==> src/rtl/window_read_sequencer.sv <==
// Read-side sequencer: sweeps every KxK window top-left over the image, issuing NUM_UNITS positions per group.
// Optional macro SEQ_STALL_CNT_EN enables the saturating backpressure stall counter on stall_count.
module window_read_sequencer #(
  parameter int IMAGE_WIDTH  = 4,
  parameter int IMAGE_HEIGHT = 4,
  parameter int NUM_UNITS    = 2,
  localparam int AW = $clog2(IMAGE_WIDTH*IMAGE_HEIGHT),
  localparam int KW = $clog2(IMAGE_WIDTH)+1
) (
  input  logic                    clk,
  input  logic                    reset,
  input  logic                    start,
  input  logic [KW-1:0]           kernel_dim_in,
  input  logic                    ready,
  input  logic                    en_out,
  output logic                    en,
  output logic                    read,
  output logic                    step,
  output logic [NUM_UNITS*AW-1:0] addres_out,
  output logic [NUM_UNITS-1:0]    lane_valid,
  output logic [KW-1:0]           kernel_dim,
  output logic                    busy,
  output logic                    done,
  output logic                    err,
  output logic [15:0]             stall_count
);

  localparam int CW = $clog2(IMAGE_WIDTH+1);
  localparam int RW = $clog2(IMAGE_HEIGHT+NUM_UNITS+1);
  localparam int GW = AW+1;

  typedef enum logic [1:0] {IDLE, ISSUE, DRAIN, DONE} state_t;

  state_t        state, state_n;
  logic [KW-1:0] k_q;
  logic [RW-1:0] base_row;
  logic [CW-1:0] base_col;
  logic [GW-1:0] grp_cnt, ret_cnt;
  logic          step_q, err_q;
  logic [CW-1:0] ow, ow_last;
  logic [RW-1:0] oh;
  logic          k_ok, start_ok, last_grp, ret_hit;

  // Index NUM_UNITS holds the position after the last lane, i.e. the next group's lane 0.
  logic [RW-1:0] lane_row [NUM_UNITS+1];
  logic [CW-1:0] lane_col [NUM_UNITS+1];

  assign ow      = CW'(IMAGE_WIDTH + 1 - int'(k_q));
  assign ow_last = ow - CW'(1);
  assign oh      = RW'(IMAGE_HEIGHT + 1 - int'(k_q));

  assign k_ok     = (kernel_dim_in != '0) && (int'(kernel_dim_in) <= IMAGE_WIDTH) &&
                    (int'(kernel_dim_in) <= IMAGE_HEIGHT);
  assign start_ok = (state == IDLE) && start && k_ok;

  always_comb begin
    lane_row[0] = base_row;
    lane_col[0] = base_col;
    for (int unsigned u = 1; u <= NUM_UNITS; u++) begin
      if (lane_col[u-1] == ow_last) begin
        lane_col[u] = '0;
        lane_row[u] = lane_row[u-1] + RW'(1);
      end else begin
        lane_col[u] = lane_col[u-1] + CW'(1);
        lane_row[u] = lane_row[u-1];
      end
    end
  end

  // Row-major order means a position is past the end exactly when its row is.
  always_comb begin
    addres_out = '0;
    lane_valid = '0;
    for (int unsigned u = 0; u < NUM_UNITS; u++) begin
      if ((state == ISSUE) && (lane_row[u] < oh)) begin
        lane_valid[u]          = 1'b1;
        addres_out[u*AW +: AW] = AW'(int'(lane_row[u]) * IMAGE_WIDTH + int'(lane_col[u]));
      end
    end
  end

  assign last_grp = lane_row[NUM_UNITS] >= oh;
  assign ret_hit  = (ret_cnt + GW'(en_out)) >= grp_cnt;

  always_comb begin
    state_n = state;
    en      = 1'b0;
    read    = 1'b0;
    busy    = 1'b0;
    done    = 1'b0;
    case (state)
      IDLE: if (start_ok) state_n = ISSUE;
      ISSUE: begin
        en   = 1'b1;
        read = 1'b1;
        busy = 1'b1;
        if (ready && last_grp) state_n = DRAIN;
      end
      DRAIN: begin
        en   = 1'b1;
        busy = 1'b1;
        if (ret_hit) state_n = DONE;
      end
      DONE: begin
        busy    = 1'b1;
        done    = 1'b1;
        state_n = IDLE;
      end
      default: state_n = IDLE;
    endcase
  end

  always_ff @(posedge clk or posedge reset) begin
    if (reset) begin
      state    <= IDLE;
      k_q      <= '0;
      base_row <= '0;
      base_col <= '0;
      grp_cnt  <= '0;
      ret_cnt  <= '0;
      step_q   <= 1'b0;
      err_q    <= 1'b0;
    end else begin
      state  <= state_n;
      err_q  <= (state == IDLE) && start && !k_ok;
      step_q <= (state == ISSUE) && ready && !last_grp;
      if (start_ok) begin
        k_q      <= kernel_dim_in;
        base_row <= '0;
        base_col <= '0;
        grp_cnt  <= '0;
        ret_cnt  <= '0;
      end else begin
        if ((state == ISSUE) && ready) begin
          base_row <= lane_row[NUM_UNITS];
          base_col <= lane_col[NUM_UNITS];
          grp_cnt  <= grp_cnt + GW'(1);
        end
        if (((state == ISSUE) || (state == DRAIN)) && en_out)
          ret_cnt <= ret_cnt + GW'(1);
      end
    end
  end

  assign step       = step_q;
  assign err        = err_q;
  assign kernel_dim = (state == IDLE) ? '0 : k_q;

`ifdef SEQ_STALL_CNT_EN
  logic [15:0] stall_q;

  always_ff @(posedge clk or posedge reset) begin
    if (reset)
      stall_q <= '0;
    else if (start_ok)
      stall_q <= '0;
    else if ((state == ISSUE) && !ready && (stall_q != '1))
      stall_q <= stall_q + 16'd1;
  end

  assign stall_count = stall_q;
`else
  assign stall_count = '0;
`endif

endmodule

==> config.mk <==
export PLATFORM = sky130hd
export DESIGN_NAME = window_read_sequencer
export DESIGN_NICKNAME = d
export VERILOG_FILES = /design/src/rtl/window_read_sequencer.sv
export SDC_FILE = /design/constraint.sdc
export NUM_CORES = 1
export LEC_CHECK = 0
export ABC_CLOCK_PERIOD_IN_PS = 4900
export CAP_MARGIN = 20
export CORE_MARGIN = 2
export CORE_UTILIZATION = 52
export CTS_CLUSTER_DIAMETER = 40
export DETAILED_ROUTE_END_ITERATION = 16
export PLACE_DENSITY = 0.87
export SKIP_LAST_GASP = 1
export SLEW_MARGIN = 20
export SYNTH_ARGS = -nofsm -noshare
export SYNTH_HDL_FRONTEND = slang
export SYNTH_SLANG_ARGS = --single-unit
==> constraint.sdc <==
create_clock -name clk -period 4.9 [get_ports clk]
set_clock_uncertainty 0.05 [all_clocks]
set_input_delay 0.735 -clock clk [delete_from_list [all_inputs] [get_ports clk]]
set_output_delay 0.735 -clock clk [all_outputs]
set_load 0.01 [all_outputs]
* Word-level counts from Yosys, hierarchy flattened
Index checks and enable logic that the tools add are counted.
** Word-level totals
- Register bits :: 23
- Input port bits :: 8
- Output and inout port bits :: 35
- Logic and storage cells :: 78
** Cells by class
- Add/sub/neg operators :: 11
- $lt $le $gt $ge :: 5
- Eq/ne operators :: 8
- Multiplexer cells :: 25
- Reduce and logical (&&, ||, !) cells :: 21
** Operator list (number)
- $mux W3 :: 9
- $mux W5 :: 4
- $add A3 B1 Y3 const B :: 4
- $logic_and A1 B1 Y1 :: 11
- $add A5 B1 Y5 const B :: 2
- $add A4 B3 Y4 :: 2
- $mux W4 :: 2
- $pmux W2 S4 :: 1
- $eq A3 B3 Y1 :: 2
- $lt A3 B3 Y1 :: 2
- $mux W1 :: 6
- $mux W2 :: 3
- $add A5 B1 Y5 :: 1
- $ge A5 B5 Y1 :: 1
- $eq A2 B2 Y1 const B :: 2
- $ne A2 B2 Y1 const B :: 2
- $reduce_bool A2 Y1 :: 2
- $ge A3 B3 Y1 :: 1
- $le A3 B3 Y1 const B :: 1
- $reduce_and A3 Y1 :: 1
- $reduce_bool A3 Y1 :: 1
- $reduce_or A3 Y1 :: 1
- $sub A3 B1 Y3 const B :: 1
- $sub A3 B3 Y3 const A :: 1
- other kinds (6) :: 7

* Logic depth before layout (Yosys ltp)
Gate-level depths: netlist of run 1.
- Depth in word-level cells :: 10
- Gate-level depth with buffers :: 15
- Mapped depth without buffers :: 15

* Least setup slack after synthesis of run 1
No wires, ideal clock.
- Path type :: register to register
- From :: register k_q[1]
- To :: register state[1]
- Library setup time :: 0.125 ns
- Arrival :: 3.642 ns
- Required time :: 4.725 ns
- Path slack :: 1.083 ns
- Stages on the path, launching flop included :: 15
- Buffers on the path :: 0
- Period minus slack after synthesis :: 3.817 ns
- Cell sequence :: dfrtp_1 -> inv_1 -> ha_1 -> xnor2_1 -> or2_2 -> nor2_4 -> mux2_2 -> ha_1 -> mux2_2 -> ha_1 -> a21o_1 -> a21o_1 -> a21boi_0 -> a221oi_1 -> mux2_2
** On the way
- Longest elaborated chain between the ends :: 10
- Elaborated cells between the ends (all ways) :: 12
- Those cells by class :: add/sub (3); order compare (1); eq/ne (3); mux (3); reduce/logical (2)
** RTL lines
- from (decl) :: line 35 : logic [KW-1:0] k_q;
- from (signal assigned) :: line 128 : k_q <= kernel_dim_in;
- $sub A3 B3 Y3 * :: line 48, 50
- $sub A3 B1 Y3 :: line 49 : assign ow_last = ow - CW'(1);
- $eq A3 B3 Y1 :: line 60 : if (lane_col[u-1] == ow_last) begin
- $mux W3 :: line 60
- $add A3 B1 Y3 / $eq A3 B3 Y1 (equally long branches) :: line 62, 60
- $mux W3 :: line 60
- $ge A3 B3 Y1 * :: line 82 : assign last_grp = lane_row[NUM_UNITS] >= oh;
- $logic_and A1 B1 Y1 * :: line 97 : if (ready && last_grp) state_n = DRAIN;
- $ne A2 B1 Y1 (no line) *
- $reduce_and A3 Y1 (no line) *
- to (signal assigned) :: line 124 : state <= state_n;
- to (decl) :: line 34 : state_t state, state_n;
Mark *: on every way between the ends. The rest lies on a longest branch, timed or not.
A chain may end at the register's enable or synchronous reset.

* Final worst setup path of run 1
- From :: register k_q[1]
- To :: output port addres_out[4]
** On the way
- Longest elaborated chain between the ends :: 7
- Elaborated cells between the ends (all ways) :: 9
- Those cells by class :: add/sub (3); order compare (1); eq/ne (1); mux (3); reduce/logical (1)
** RTL lines
- $sub A3 B3 Y3 * :: line 48, 50
- branches (longest 5 deep; another with $add A4 B3 Y4)
- $mux W4 * :: line 75 : if ((state == ISSUE) && (lane_row[u] < oh)) begin
- to (decl) :: line 19 : output logic [NUM_UNITS*AW-1:0] addres_out,
Every way passes the cells marked *.

==> metrics.txt, run 1 <==
critical path capture point type=primary output; largest family of logic cells by synthesized area=simple AND/OR/NAND/NOR gates; Die ar.=between 4000 and 5000 um2; DRT Pass-1 Iters=5; synth cell count leaders=28 x ha_1, 23 x dfrtp_1, 23 x nor2_1; H-Tree Depth=1; die width=approximately 67 um; post-synthesis adder-cell area fraction=0.1708; Total GRT Usage=0.1897; synth top area cells=dfrtp_1 28%, ha_1 17%, buf_4 5.9%, xnor2_1 4.3%, xor2_1 4.3%; worst-path maximum fanout=6; reg-to-reg slack, setup=~730 ps; Hold WC Path Type=reg2reg; Ys Warns=0; period utilisation layout=0.9050; fillers=around 340; vias in the first global route=1511; RSZ-0062 raised after global routing=no; worst hold stages=1; maximum capacitance violations=0; post-layout util=0.6269; Synth cell types=44; final hold vios=0; Avg Inst Size Synth=between 8 and 9 um2; Synth Area in XOR/XNOR=0.1342; area of the multi-input gates=around 1300 um2; Setup WS pre-CTS=752.4 ps; post-synthesis compound-gate area fraction=0.09945; WS Path Type=reg2out; crit path DAT=3650 ps; hold-fix buffers at CTS=0; synthesized netlist cell count=between 200 and 250; Cell Count, Final, Fillers Out=300; clock transition at the registers of the reported paths=roughly 80 ps; starting density of the core=0.5519; post-CTS sizing=0; Post-synth ARST share=1.000; Post-Syn Area=a little over 2000 um2; WP data required=roughly 4100 ps; core area=3716 um2; most common cell in the synthesized netlist=ha_1; Tmin final=4434 ps; Worst slew margin=0.4198; share of the synthesized area in the top cell type=0.2807; share of layout cells above drive strength 1=0.06746; Setup TNS=0 ps; Synth Area in Simple Gates=0.1879; die height=around 67 um; Layout area overhead=13.61%; wire per inst=about 13 um; DR vias=about 1500; Synth Flop Type=dfrtp_1; PnR worst setup slack=465.6 ps; Detailed Route WL=approximately 3.8 mm; ANT nets after route=0; placed cells=about 300; Port-buffer cells=26; Vias/cell=5.147; worst-margin pin slew=869.4 ps; #FFs+latches synth=23; Std-Cell Rows=22; VDD IR-drop max=0.4121 mV; design area=between 2000 and 2500 um2; EDFF count, synth=0; maximum clock rate=roughly 230 MHz; Post-DP HPWL=between 2 and 3 mm; Max Root-Sink Buffers=2; post-synth top area cell=dfrtp_1; GRT overflow=0; largest net degree at the start of global routing=24; root buf cell=clkbuf_8; # clock sinks=23; global-route wire length before repair=approximately 6.5 mm; status=complete, no violations; io pins=43; Post-CTS Setup Inserts=0; reg2reg start=k_q[1]$_DFFE_PP0P_; hold endpoint=base_row[2]$_DFFE_PP0P_; Setup violations, final=0; TritonCTS clock tree=yes; HP Start=base_row[2]$_DFFE_PP0P_; dpl cell area=2285 um2; Final #Nets=~290; post-synthesis mux area share=0.02624; fin. max-slew vios=0; PD cells=about 760 nW/um2; logic depth of the worst register-to-register path=14; final routed DRC violation total=0; GP Congestion=around 0.9; Reg-to-Reg End=state[1]$_DFFE_PP0P_; CP Launch Type=register; initial drt markers=slightly above 90; Leak=around 0.0011 uW; register area=around 580 um2; antenna cells=0; sequential area share after synthesis=0.2807; initial antenna violation count=0; CTS Buf Count=3; Worst-Skew Late Latency=around 260 ps
routing by layer:
layer,track usage,up-vias,wire length (um)
met4,0.06633,0,43
met1,0.2272,715,1672
li1,-,781,-
met2,0.3475,42,1931
met5,0,-,0
met3,0.02196,6,143
registers in the layout (all words and copies together) (netlist names):
| register | count |
|---|---|
| base_col | 3 |
| base_row | 3 |
| err | 1 |
| grp_cnt | 5 |
| k_q | 3 |
| ret_cnt | 5 |
| state | 2 |
| step | 1 |
area by class of cell:
type                       count  area share
multi-input combinational    183      0.5704
sequential                    23      0.2470
timing repair buffer          26      0.1117
inverter                      16     0.02578
tap                           48     0.02578
clock buffer                   4     0.01933
critical path: stages (launching register included):
cell and delay, ps:
dfrtp_1 430, inv_1 200, ha_1 310, xnor2_1 160
or2_2 340, nor2_4 200, mux2_2 410, ha_1 290
o211ai_1 100, nand4b_1 210, nor3_1 190, clkdlybuf4s50_1 560
through the flow:
stage	power [uW]	hold WS (ps)
2_1_floorplan	1304	472.7
3_3_place_gp	1593	496.4
3_5_place_dp	1639	517.3
4_1_cts	1765	537.5
5_1_grt	1938	556.1
6_report	1762	536.5
cell families (layout without fill, tap and decap cells):
family | count (synthesis) | count (layout)
XOR/XNOR | 25 | 25
flip-flops | 23 | 23
adder cells (fa/ha/maj) | 28 | 28
buffers and inverters | 38 | 46
multiplexers | 5 | 5
AO/OA/AOI/OAI | 31 | 31
AND/OR/NAND/NOR | 78 | 78
other | 1 | 16
cell usage in the layout (no fill, tap or decap), types with 10 or more instances in the layout:
master	count
clkdlybuf4s50_1	26
inv_1	16
dfrtp_1	23
xor2_1	10
o21ai_0	11
xnor2_1	10
ha_1	28
conb_1	16
nor2_1	23
nand2_1	17
report_power, final:
| part | internal, uW | total (uW) | switching, uW |
|---|---|---|---|
| registers | 261 | 351 | 90.2 |
| clock network | 58.1 | 118 | 59.6 |
| logic | 629 | 1290 | 665 |
worst max-delay path by stage:
stage | start | end | cells after the start
finish | k_q[1]$_DFFE_PP0P_ | addres_out[4] | 11
global route | k_q[1]$_DFFE_PP0P_ | addres_out[4] | 13
CTS | k_q[1]$_DFFE_PP0P_ | addres_out[4] | 13
detailed placement | k_q[1]$_DFFE_PP0P_ | addres_out[4] | 11
global placement | k_q[1]$_DFFE_PP0P_ | addres_out[4] | 11
floorplan | k_q[1]$_DFFE_PP0P_ | state[1]$_DFFE_PP0P_ | 14
Note: power is estimated with default switching activity, not from simulation.
==> run 2, diff against run 1 <==
Settings changed: CTS_CLUSTER_SIZE set to 8.
==> results of run 2 <==
Final layout, timing and power as in run 1 (identical DEF).
==> run 3, diff against run 2 <==
Settings changed: GPL_ROUTABILITY_DRIVEN set to 0.
==> results of run 3 <==
Final layout, timing and power as in run 1 (identical DEF).
